===== src/rtl/inst_sequencer_pkg.sv =====
// Shared widths, opcode constants and FSM state type for the instruction sequencer.
package inst_sequencer_pkg;

  localparam int INST_MEM_DEPTH = 8;
  localparam int INST_MEM_SIZE  = 32;
  localparam int OPCODE_W       = 4;
  localparam int REPEAT_W       = 16;

  localparam logic [OPCODE_W-1:0] OP_NOP    = 4'h0;
  localparam logic [OPCODE_W-1:0] OP_REPEAT = 4'hE;
  localparam logic [OPCODE_W-1:0] OP_HALT   = 4'hF;

  typedef enum logic [2:0] {
    IDLE,
    FETCH,
    DECODE,
    ISSUE,
    DONE
  } seq_state_t;

  function automatic logic [OPCODE_W-1:0] opcode_of(input logic [INST_MEM_SIZE-1:0] word);
    return word[INST_MEM_SIZE-1 -: OPCODE_W];
  endfunction

endpackage


===== src/rtl/inst_sequencer_if.sv =====
// Issue handshake between the sequencer (master) and the controller decoder (slave).
interface inst_sequencer_if
  import inst_sequencer_pkg::*;
#(
  parameter int INST_W = INST_MEM_SIZE,
  parameter int ITER_W = REPEAT_W
);

  logic              issue_valid;
  logic              issue_ready;
  logic [INST_W-1:0] issue_inst;
  logic [ITER_W-1:0] issue_iter;
  logic              issue_first;

  modport master (
    output issue_valid,
    output issue_inst,
    output issue_iter,
    output issue_first,
    input  issue_ready
  );

  modport slave (
    input  issue_valid,
    input  issue_inst,
    input  issue_iter,
    input  issue_first,
    output issue_ready
  );

endinterface


===== src/rtl/seq_repeat_counter.sv =====
// Remaining-repeat counter and iteration index; last flags the final issue of a burst.
module seq_repeat_counter
  import inst_sequencer_pkg::*;
#(
  parameter int ITER_W = REPEAT_W
) (
  input  logic              clk,
  input  logic              reset,
  input  logic              load_first,
  input  logic              load_rep,
  input  logic              step,
  input  logic [ITER_W-1:0] count,
  output logic [ITER_W-1:0] iter,
  output logic              last
);

  logic [ITER_W-1:0] rep_left;

  // NOTE: sequential state uses non-blocking assignments so every register
  // samples pre-edge values, independent of block ordering.
  always_ff @(posedge clk or posedge reset) begin
    if (reset) begin
      rep_left <= '0;
      iter     <= '0;
    end else if (load_first) begin
      rep_left <= '0;
      iter     <= '0;
    end else if (load_rep) begin
      // A REPEAT continues the iteration sequence of whatever was issued last.
      rep_left <= count;
      iter     <= iter + 1'b1;
    end else if (step) begin
      if (rep_left > ITER_W'(1)) begin
        rep_left <= rep_left - 1'b1;
        iter     <= iter + 1'b1;
      end else begin
        rep_left <= '0;
      end
    end
  end

  assign last = (rep_left <= ITER_W'(1));

endmodule


===== src/rtl/inst_sequencer.sv =====
// Fetches from instruction memory, expands REPEAT, drops NOP/HALT and issues to the decoder.
module inst_sequencer
  import inst_sequencer_pkg::*;
(
  input  logic                      clk,
  input  logic                      reset,
  input  logic                      start,
  input  logic [INST_MEM_DEPTH-1:0] start_addr,
  input  logic                      abort,
  output logic [INST_MEM_DEPTH-1:0] inst_addr,
  input  logic [INST_MEM_SIZE-1:0]  inst_data,
  inst_sequencer_if.master          issue,
  output logic                      busy,
  output logic                      done,
  output logic                      error
);

  seq_state_t                state, state_next;
  logic [INST_MEM_DEPTH-1:0] pc;
  logic [INST_MEM_SIZE-1:0]  issue_inst;
  logic [REPEAT_W-1:0]       issue_iter;
  logic                      last_valid;
  logic                      rep_last;

  logic                      load_start;
  logic                      pc_inc;
  logic                      take_inst;
  logic                      set_error;
  logic                      load_rep;
  logic                      step;

  logic [OPCODE_W-1:0]       opcode;
  logic [REPEAT_W-1:0]       count;
  logic                      handshake;

  assign opcode    = opcode_of(inst_data);
  assign count     = inst_data[REPEAT_W-1:0];
  assign handshake = (state == ISSUE) && issue.issue_ready;

  always_ff @(posedge clk or posedge reset) begin
    if (reset) state <= IDLE;
    else       state <= state_next;
  end

  // NOTE: every output of this block gets a default first, so no path can
  // leave a signal unassigned and infer a latch.
  always_comb begin
    state_next = state;
    load_start = 1'b0;
    pc_inc     = 1'b0;
    take_inst  = 1'b0;
    set_error  = 1'b0;
    load_rep   = 1'b0;
    step       = 1'b0;
    if (abort) begin
      state_next = IDLE;
    end else begin
      unique case (state)
        IDLE: begin
          if (start) begin
            load_start = 1'b1;
            state_next = FETCH;
          end
        end
        FETCH: state_next = DECODE;
        DECODE: begin
          if (opcode == OP_HALT) begin
            state_next = DONE;
          end else if (opcode == OP_NOP) begin
            pc_inc     = 1'b1;
            state_next = FETCH;
          end else if (opcode == OP_REPEAT) begin
            // A zero-count REPEAT is a no-op even before anything was issued.
            if (count == '0) begin
              pc_inc     = 1'b1;
              state_next = FETCH;
            end else if (!last_valid) begin
              set_error  = 1'b1;
              state_next = DONE;
            end else begin
              load_rep   = 1'b1;
              state_next = ISSUE;
            end
          end else begin
            take_inst  = 1'b1;
            state_next = ISSUE;
          end
        end
        ISSUE: begin
          if (handshake) begin
            step = 1'b1;
            if (rep_last) begin
              pc_inc     = 1'b1;
              state_next = FETCH;
            end
          end
        end
        DONE:    state_next = IDLE;
        default: state_next = IDLE;
      endcase
    end
  end

  always_ff @(posedge clk or posedge reset) begin
    if (reset) begin
      pc         <= '0;
      issue_inst <= '0;
      error      <= 1'b0;
      last_valid <= 1'b0;
    end else begin
      if (load_start) begin
        pc         <= start_addr;
        error      <= 1'b0;
        last_valid <= 1'b0;
      end
      if (pc_inc)    pc <= pc + 1'b1;
      if (set_error) error <= 1'b1;
      if (take_inst) begin
        issue_inst <= inst_data;
        last_valid <= 1'b1;
      end
    end
  end

  seq_repeat_counter #(.ITER_W(REPEAT_W)) u_rep (
    .clk        (clk),
    .reset      (reset),
    .load_first (take_inst),
    .load_rep   (load_rep),
    .step       (step),
    .count      (count),
    .iter       (issue_iter),
    .last       (rep_last)
  );

  assign inst_addr         = pc;
  assign issue.issue_valid = (state == ISSUE);
  assign issue.issue_inst  = issue_inst;
  assign issue.issue_iter  = issue_iter;
  assign issue.issue_first = (issue_iter == '0);
  assign busy              = (state != IDLE);
  assign done              = (state == DONE);

endmodule


===== src/flat_wrapper.sv =====
// flat-port wrapper written by rule: the top's interface ports become plain ports
module inst_sequencer_flat import inst_sequencer_pkg::*;
  (clk, reset, start, start_addr, abort, inst_addr, inst_data, busy, done, error, issue_issue_valid, issue_issue_inst, issue_issue_iter, issue_issue_first, issue_issue_ready);
  inst_sequencer_if issue_i ();
  input  logic clk;
  input  logic reset;
  input  logic start;
  input  logic [INST_MEM_DEPTH-1:0] start_addr;
  input  logic abort;
  output logic [INST_MEM_DEPTH-1:0] inst_addr;
  input  logic [INST_MEM_SIZE-1:0] inst_data;
  output logic busy;
  output logic done;
  output logic error;
  output wire logic [$bits(issue_i.issue_valid)-1:0] issue_issue_valid;
  output wire logic [$bits(issue_i.issue_inst)-1:0] issue_issue_inst;
  output wire logic [$bits(issue_i.issue_iter)-1:0] issue_issue_iter;
  output wire logic [$bits(issue_i.issue_first)-1:0] issue_issue_first;
  input wire logic [$bits(issue_i.issue_ready)-1:0] issue_issue_ready;
  assign issue_issue_valid = issue_i.issue_valid;
  assign issue_issue_inst = issue_i.issue_inst;
  assign issue_issue_iter = issue_i.issue_iter;
  assign issue_issue_first = issue_i.issue_first;
  assign issue_i.issue_ready = issue_issue_ready;
  inst_sequencer u_core (.clk(clk), .reset(reset), .start(start), .start_addr(start_addr), .abort(abort), .inst_addr(inst_addr), .inst_data(inst_data), .issue(issue_i), .busy(busy), .done(done), .error(error));
endmodule

===== config.mk =====
export PLATFORM = sky130hd
export DESIGN_NAME = inst_sequencer_flat
export DESIGN_NICKNAME = d
export VERILOG_FILES = /design/src/rtl/inst_sequencer_pkg.sv /design/src/rtl/inst_sequencer_if.sv /design/src/rtl/seq_repeat_counter.sv /design/src/rtl/inst_sequencer.sv /design/src/flat_wrapper.sv
export SDC_FILE = /design/constraint.sdc
export NUM_CORES = 1
export LEC_CHECK = 0
export CAP_MARGIN = 40
export CELL_PAD_IN_SITES_DETAIL_PLACEMENT = 0
export CELL_PAD_IN_SITES_GLOBAL_PLACEMENT = 2
export CORE_UTILIZATION = 30
export DETAILED_ROUTE_END_ITERATION = 10
export DONT_BUFFER_PORTS = 1
export PLACE_DENSITY = 0.7
export SLEW_MARGIN = 20
export SYNTH_ARGS = -nofsm -noshare
export SYNTH_HDL_FRONTEND = slang
export SYNTH_SLANG_ARGS = --single-unit

===== constraint.sdc =====
create_clock -name clk -period 3.3 [get_ports clk]
set_input_delay 0.495 -clock clk [delete_from_list [all_inputs] [get_ports clk]]
set_output_delay 0.495 -clock clk [all_outputs]
set_load 0.02 [all_outputs]

==> results of run 1 <==
-- kinds of logic (layout without fill, tap and decap cells) --
logic type / count (synthesis) / count (layout) / synth area share, %
XOR/XNOR: 11 / 11 / 2.430
adder cells (fa/ha/maj): 5 / 5 / 1.578
AND/OR/NAND/NOR: 245 / 245 / 28.31
buffers and inverters: 25 / 31 / 3.220
multiplexers: 4 / 4 / 1.010
AO/OA/AOI/OAI: 80 / 80 / 14.84
flip-flops: 77 / 77 / 48.61
-- cell usage after synthesis (2+ instances only) --
master	n	area share, %
a311oi_1	2	0.44
xor2_1	6	1.3
or3_1	4	0.63
inv_1	6	0.57
a21o_1	2	0.38
buf_6	2	0.57
nor2_1	41	3.9
nand4_1	6	0.95
dfrtp_1	77	49
a221o_1	3	0.76
nand3_1	12	1.5
and2_1	5	0.79
o311ai_0	3	0.66
xnor2_1	5	1.1
ha_1	5	1.6
and3_1	7	1.1
nand2_1	136	13
mux2i_1	4	1.0
a21oi_1	14	1.8
buf_4	3	0.57
nor4_1	12	1.9
buf_2	6	0.76
o21ai_2	2	0.44
nor3_1	6	0.76
a31oi_1	3	0.47
clkbuf_1	8	0.76
o21ai_0	14	1.8
o211ai_1	14	2.7
nor2b_1	2	0.32
nor4_2	2	0.63
o31ai_1	5	0.95
a21boi_0	2	0.38
a211oi_1	3	0.57
-- power groups by stage --
stage	Combinational, mW	Clock (mW)	Sequential (mW)
final	0.910	1.00	1.76
after detailed placement	0.926	0	1.77
after CTS	0.923	1.04	1.76
after floorplan	0.731	0	1.70
after global placement	0.907	0	1.78
after global routing	1.06	1.08	1.81
-- metal layers --
layer / track usage, % / up-vias / wire (um) / part of all wire (%)
li1: - / 1562 / - / -
met3: 5.458 / 12 / 733 / 6.8
met5: 0 / - / 0 / 0
met2: 26.47 / 82 / 5049 / 47
met1: 22.22 / 1565 / 4900 / 45
met4: 6.329 / 0 / 159 / 1.5
-- registers in the layout, indices dropped and copies added (netlist names) --
signal,flops
u_core.issue.issue_inst,32
u_core.error,1
u_core.u_rep.iter,16
u_core.u_rep.rep_left,16
u_core.state,3
u_core.inst_addr,8
u_core.last_valid,1
-- stage by stage --
stage	utilization [%]	setup WS, ns	area (sq um)	std cells	hold WS (ns)
global route	34.82	0.6304	4448	625	0.2506
detailed placement	32.36	0.8135	4134	607	0.3310
finish	34.82	0.8294	4448	625	0.2602
floorplan	-	0.8383	3964	447	0.4796
CTS	34.74	0.8224	4438	623	0.2448
global placement	32.36	0.8221	4134	607	0.3278
-- what timing repair did --
action / in CTS / in global routing
hold endpoints to repair: 13 / 0
setup endpoints to repair: 0 / 0
hold buffers: 1 / 0
-- final cells by class --
class	instances	area, sq um
clock buffers	14	264.0
clock inverters	1	30.03
fillers	1330	8325
inverters	6	23.77
multi-input cells	345	1916
flip-flops and latches	77	1927
well taps	172	215.2
repair buffers	10	72.57
-- worst paths after layout --
kind,depth (start not counted),end,startpoint
worst max-delay path,9,u_core.u_rep.iter[7]$_DFFE_PP0P_,u_core.u_rep.rep_left[0]$_DFFE_PP0P_
worst min register to register,1,u_core.u_rep.rep_left[8]$_DFFE_PP0P_,u_core.u_rep.rep_left[8]$_DFFE_PP0P_
worst max register to register,9,u_core.u_rep.iter[7]$_DFFE_PP0P_,u_core.u_rep.rep_left[0]$_DFFE_PP0P_
max in group asynchronous,3,u_core.u_rep.rep_left[13]$_DFFE_PP0P_,reset
worst min-delay path,2,u_core.issue.issue_inst[4]$_DFFE_PP0P_,inst_data[4]
min in group asynchronous,2,u_core.issue.issue_inst[30]$_DFFE_PP0P_,reset
==> impl_metrics.json, run 1 <==
{
  "synthArstFlopShare_pct": 100.0,
  "cts_buffers": 9,
  "synth_top_flop_cell": "dfrtp_1",
  "crit_fanout": 17,
  "dp_hpwl_um": 7556,
  "syn-instance-count": 447,
  "drt_pass1_iterations": 6,
  "power.total_mw": 3.674,
  "peakVddDrop_uv": 315.0,
  "hold_viol_final": 0,
  "pwr-share-comb_pct": 24.8,
  "rrSetupSlack_ns": 0.83,
  "grt_max_degree": 40,
  "rsz0062_at_grt": "false",
  "diodes": 0,
  "synth_edf_count": 0,
  "clock_latency_ns": 0.34,
  "cp_slowest_cell": "o31ai_4",
  "die_area_sq_um": 13680,
  "cts_tree": "yes",
  "routed_wl_um": 10840,
  "status": "finished clean",
  "grt_pass1_wl_um": 17430,
  "drcViolationCount": 0,
  "drt_iter0_markers": 147,
  "clk_path_buf_depth": 2,
  "drive_gt1_share_pct": 8.168,
  "syn_area_per_cell_sq_um": 8.868,
  "clock-root-buffer": "clkbuf_16",
  "worst_pin_slew_ns": 0.6046,
  "ys_warn_count": 0,
  "synth_seq_area_share_pct": 48.61,
  "cpPeakStageDelay_ns": 0.46,
  "first_global_vias": 3305,
  "grt_use_total_pct": 17.05,
  "io_buffers": 0,
  "vias": 3221,
  "startpoint_type": "flip-flop",
  "fp-row-count": 41,
  "cap_violations": 0,
  "relSlewSlack_pct": 59.69,
  "final_common_cell": "nand2_1",
  "path_buf_inv": 2,
  "p_int_mw": 2.174,
  "syn_area_sq_um": 3964,
  "clk_pin_slew_worst_paths_ns": 0.06,
  "grt_overflow": 0,
  "hp-class": "primary input to flip-flop",
  "worstPathCellList": "inv_1, ha_1, nor2_1, nand4b_1, o31ai_4, buf_4, a21oi_1, xor2_1, and2_1",
  "p_clk_share_pct": 27.3,
  "worstPathArrival_ns": 2.70,
  "crit_type": "flip-flop to flip-flop",
  "syn_nets": 497,
  "maxSlewViolCount": 0,
  "fin_tns_setup_ns": 0,
  "clock_skew_ns": 0.006889,
  "power.density_nw_per_um2": 825.9,
  "crit_path_end_kind": "flip-flop",
  "cts_setup_buffers": 0,
  "initial_core_util_pct": 31.03,
  "wire_per_inst_um": 17.35,
  "die_x_um": 116.9,
  "area_growth_pct": 12.22,
  "cp.required_ns": 3.53,
  "max_freq_mhz": 404.8,
  "htree_levels": 3,
  "fin_nets": 499,
  "antenna_found_initial": 0,
  "switchingPower_mw": 1.500,
  "setup_viol": 0,
  "gp_congestion": 0.8092,
  "cts_resized": 0,
  "final_cell_mix": "nand2_1 (136), dfrtp_1 (77), nor2_1 (41)",
  "fin_crit_ns": 2.471,
  "core_area_sq_um": 12770,
  "yosysUniqueCellTypes": 58,
  "p_leak_nw": 2.073,
  "period_share_pct": 74.87,
  "ys_ff_latch": 77,
  "top_level_ports": 106,
  "avgViaCountPerCell": 5.154,
  "detail-route-antenna-nets": 0,
  "seqPwrFrac_pct": 47.9,
  "p_sw_share_pct": 40.83,
  "cp_top_family": "compound AO/OA/AOI/OAI gates",
  "die_h_um": 116.9,
  "cts_sinks": 77
}
(Power assumes the default switching activity.)
==> run 2, diff against run 1 <==
--- a/config.mk
+++ b/config.mk
@@ -11,7 +11,7 @@
 export CORE_UTILIZATION = 30
 export DETAILED_ROUTE_END_ITERATION = 10
 export DONT_BUFFER_PORTS = 1
-export PLACE_DENSITY = 0.7
+export PLACE_DENSITY = 0.73
 export SLEW_MARGIN = 20
 export SYNTH_ARGS = -nofsm -noshare
 export SYNTH_HDL_FRONTEND = slang
==> constraint.sdc (replaced) <==
create_clock -name clk -period 2 [get_ports clk]
set_input_delay 0.3 -clock clk [delete_from_list [all_inputs] [get_ports clk]]
set_output_delay 0.3 -clock clk [all_outputs]
set_load 0.02 [all_outputs]
==> impl_metrics.json, run 2 (synthesized netlist as in run 1, its figures left out) <==
{
  "cts_tree": "yes",
  "first_global_vias": 3571,
  "grt_pass1_wl_um": 18510,
  "cts_sinks": 77,
  "drcViolationCount": 0,
  "seq_area_sq_um": 1927,
  "worstReg2RegStart": "u_core.state[2]$_DFFE_PP0P_",
  "clock_skew_ns": 0.007734,
  "crit_type": "flip-flop to flip-flop",
  "power.density_nw_per_um2": 1313,
  "final_cell_mix": "nand2_1 (135), dfrtp_1 (77), buf_4 (59), nor2_1 (39), o211ai_1 (14)",
  "hold_viol_final": 0,
  "fin_area_sq_um": 5002,
  "hp-class": "primary input to flip-flop",
  "grt_use_total_pct": 17.92,
  "drt_pass1_iterations": 4,
  "die_area_sq_um": 13680,
  "place_area_sq_um": 4611,
  "worst_pin_slew_ns": 0.5380,
  "area_growth_pct": 26.20,
  "rsz0062_at_grt": "true",
  "wire_per_inst_um": 16.56,
  "setup_viol": 13,
  "status": "finished, violations left",
  "grt_max_degree": 55,
  "top_register": "u_core.issue.issue_inst",
  "top_level_ports": 106,
  "fin_ws_ns": -0.05511,
  "p_clk_share_pct": 22.3,
  "largestRegisters": "u_core.issue.issue_inst (32), u_core.u_rep.iter (16), u_core.u_rep.rep_left (16)",
  "cap_violations": 0,
  "htree_levels": 3,
  "maxSlewViolCount": 0,
  "dp_hpwl_um": 8274,
  "gp_congestion": 0.7977,
  "pwr-share-comb_pct": 34.0,
  "drive_gt1_share_pct": 21.53,
  "clk_path_buf_depth": 2,
  "fp-row-count": 41,
  "relSlewSlack_pct": 64.06,
  "n_fill_cell": 1280,
  "cp.required_ns": 2.21,
  "violations": "negative setup slack",
  "die_h_um": 116.9,
  "startpoint_type": "flip-flop",
  "cts_buffers": 9,
  "setup.worst_path.end": "u_core.u_rep.iter[13]$_DFFE_PP0P_",
  "worstPathArrival_ns": 2.27,
  "rrSetupSlack_ns": -0.06,
  "period_share_pct": 102.8,
  "largest_register_ff_count": 32,
  "fin_nets": 556,
  "final_common_cell": "nand2_1",
  "p_sw_share_pct": 40.77,
  "fin_crit_ns": 2.055,
  "die_x_um": 116.9,
  "crit_path_end_kind": "flip-flop",
  "peakVddDrop_uv": 591.0,
  "power.total_mw": 6.568,
  "clock_latency_ns": 0.34,
  "avgViaCountPerCell": 5.083,
  "rr_endpoint": "u_core.u_rep.iter[13]$_DFFE_PP0P_",
  "clock-root-buffer": "clkbuf_16",
  "multiInputGateArea_sq_um": 2007,
  "vias": 3472,
  "routed_wl_um": 11310,
  "crit_fanout": 4,
  "p_int_mw": 3.890,
  "detail-route-antenna-nets": 0,
  "whs_ns": 0.06052,
  "switchingPower_mw": 2.678,
  "diodes": 0,
  "initial_core_util_pct": 31.03,
  "ff2ff_path_depth": 7,
  "grt_overflow": 0,
  "core_area_sq_um": 12770,
  "max_freq_mhz": 486.6,
  "io_buffers": 0,
  "seqPwrFrac_pct": 43.7,
  "p_leak_nw": 2.391,
  "drt_iter0_markers": 127,
  "startpoint": "u_core.state[2]$_DFFE_PP0P_",
  "clk_pin_slew_worst_paths_ns": 0.06,
  "antenna_found_initial": 0
}
[run 2: worst min-delay path by stage]
stage,start,to,slack (ns),cells past startpoint
floorplan,inst_data[0],u_core.issue.issue_inst[0]$_DFFE_PP0P_,0.41,2
global placement,reset,u_core.inst_addr[7]$_DFFE_PP0P_,0.25,1
detailed placement,reset,u_core.inst_addr[7]$_DFFE_PP0P_,0.25,1
CTS,inst_data[3],u_core.issue.issue_inst[3]$_DFFE_PP0P_,0.05,2
global route,inst_data[5],u_core.issue.issue_inst[5]$_DFFE_PP0P_,0.05,2
finish,inst_data[3],u_core.issue.issue_inst[3]$_DFFE_PP0P_,0.06,2
[run 2: stage by stage]
step / setup TNS [ns] / std cells / setup WS, ns / util, %
floorplan: -0.01166 / 447 / -0.01166 / -
global placement: -2.658 / 662 / -0.2021 / 36.10
detailed placement: -3.027 / 662 / -0.2249 / 36.10
CTS: -0.2566 / 681 / -0.06234 / 38.77
global route: -3.607 / 683 / -0.1695 / 39.16
finish: -0.2540 / 683 / -0.05511 / 39.16
[run 2: power groups by stage]
| stage | combinational [mW] | clock (mW) | sequential [mW] |
|---|---|---|---|
| global placement | 2.05 | 0 | 2.88 |
| CTS | 2.20 | 1.51 | 2.87 |
| detailed placement | 2.09 | 0 | 2.87 |
| floorplan | 1.22 | 0 | 2.81 |
| finish | 2.23 | 1.46 | 2.87 |
| global route | 2.51 | 1.60 | 2.94 |
[run 2: final cells by class]
| cell class | count | area share [%] |
|---|---|---|
| clock buffers | 11 | 4.652 |
| clock inverters | 5 | 0.5503 |
| inverters | 6 | 0.5253 |
| multi-input cells | 345 | 40.12 |
| flip-flops and latches | 77 | 38.52 |
| well taps | 172 | 4.302 |
| repair buffers | 67 | 11.33 |
[run 2: critical path, stage by stage, from the launching register on]
cell	delay (ns)
dfrtp_1	0.38
or4b_4	0.54
nor3b_4	0.28
and3_4	0.27
buf_4	0.11
o21ai_2	0.07
o211ai_1	0.19
o31ai_1	0.09
[run 2: per-layer routing]
layer  global-route usage (%)  share of wire [%]  routed length (um)
met2                    28.84                 48                5452
met5                        0                  0                   0
met3                    4.995                5.5                 620
met4                    8.017                1.9                 210
met1                    22.46                 44                5025
[run 2: repair_timing]
item	in CTS	in global routing
endpoints found under the hold margin	23	0
pin swaps	9	3
hold buffers	1	0
buffers inserted	3	2
resized for setup	15	12
gates cloned	0	0
endpoints found under the setup margin	45	38
==> run 3, diff against run 2 <==
--- a/config.mk
+++ b/config.mk
@@ -9,6 +9,7 @@
 export CELL_PAD_IN_SITES_DETAIL_PLACEMENT = 0
 export CELL_PAD_IN_SITES_GLOBAL_PLACEMENT = 2
 export CORE_UTILIZATION = 30
+export CTS_CLUSTER_DIAMETER = 100
 export DETAILED_ROUTE_END_ITERATION = 10
 export DONT_BUFFER_PORTS = 1
 export PLACE_DENSITY = 0.73
==> results of run 3 <==
Same layout as run 2: the final DEF is identical, and so are final timing and power.
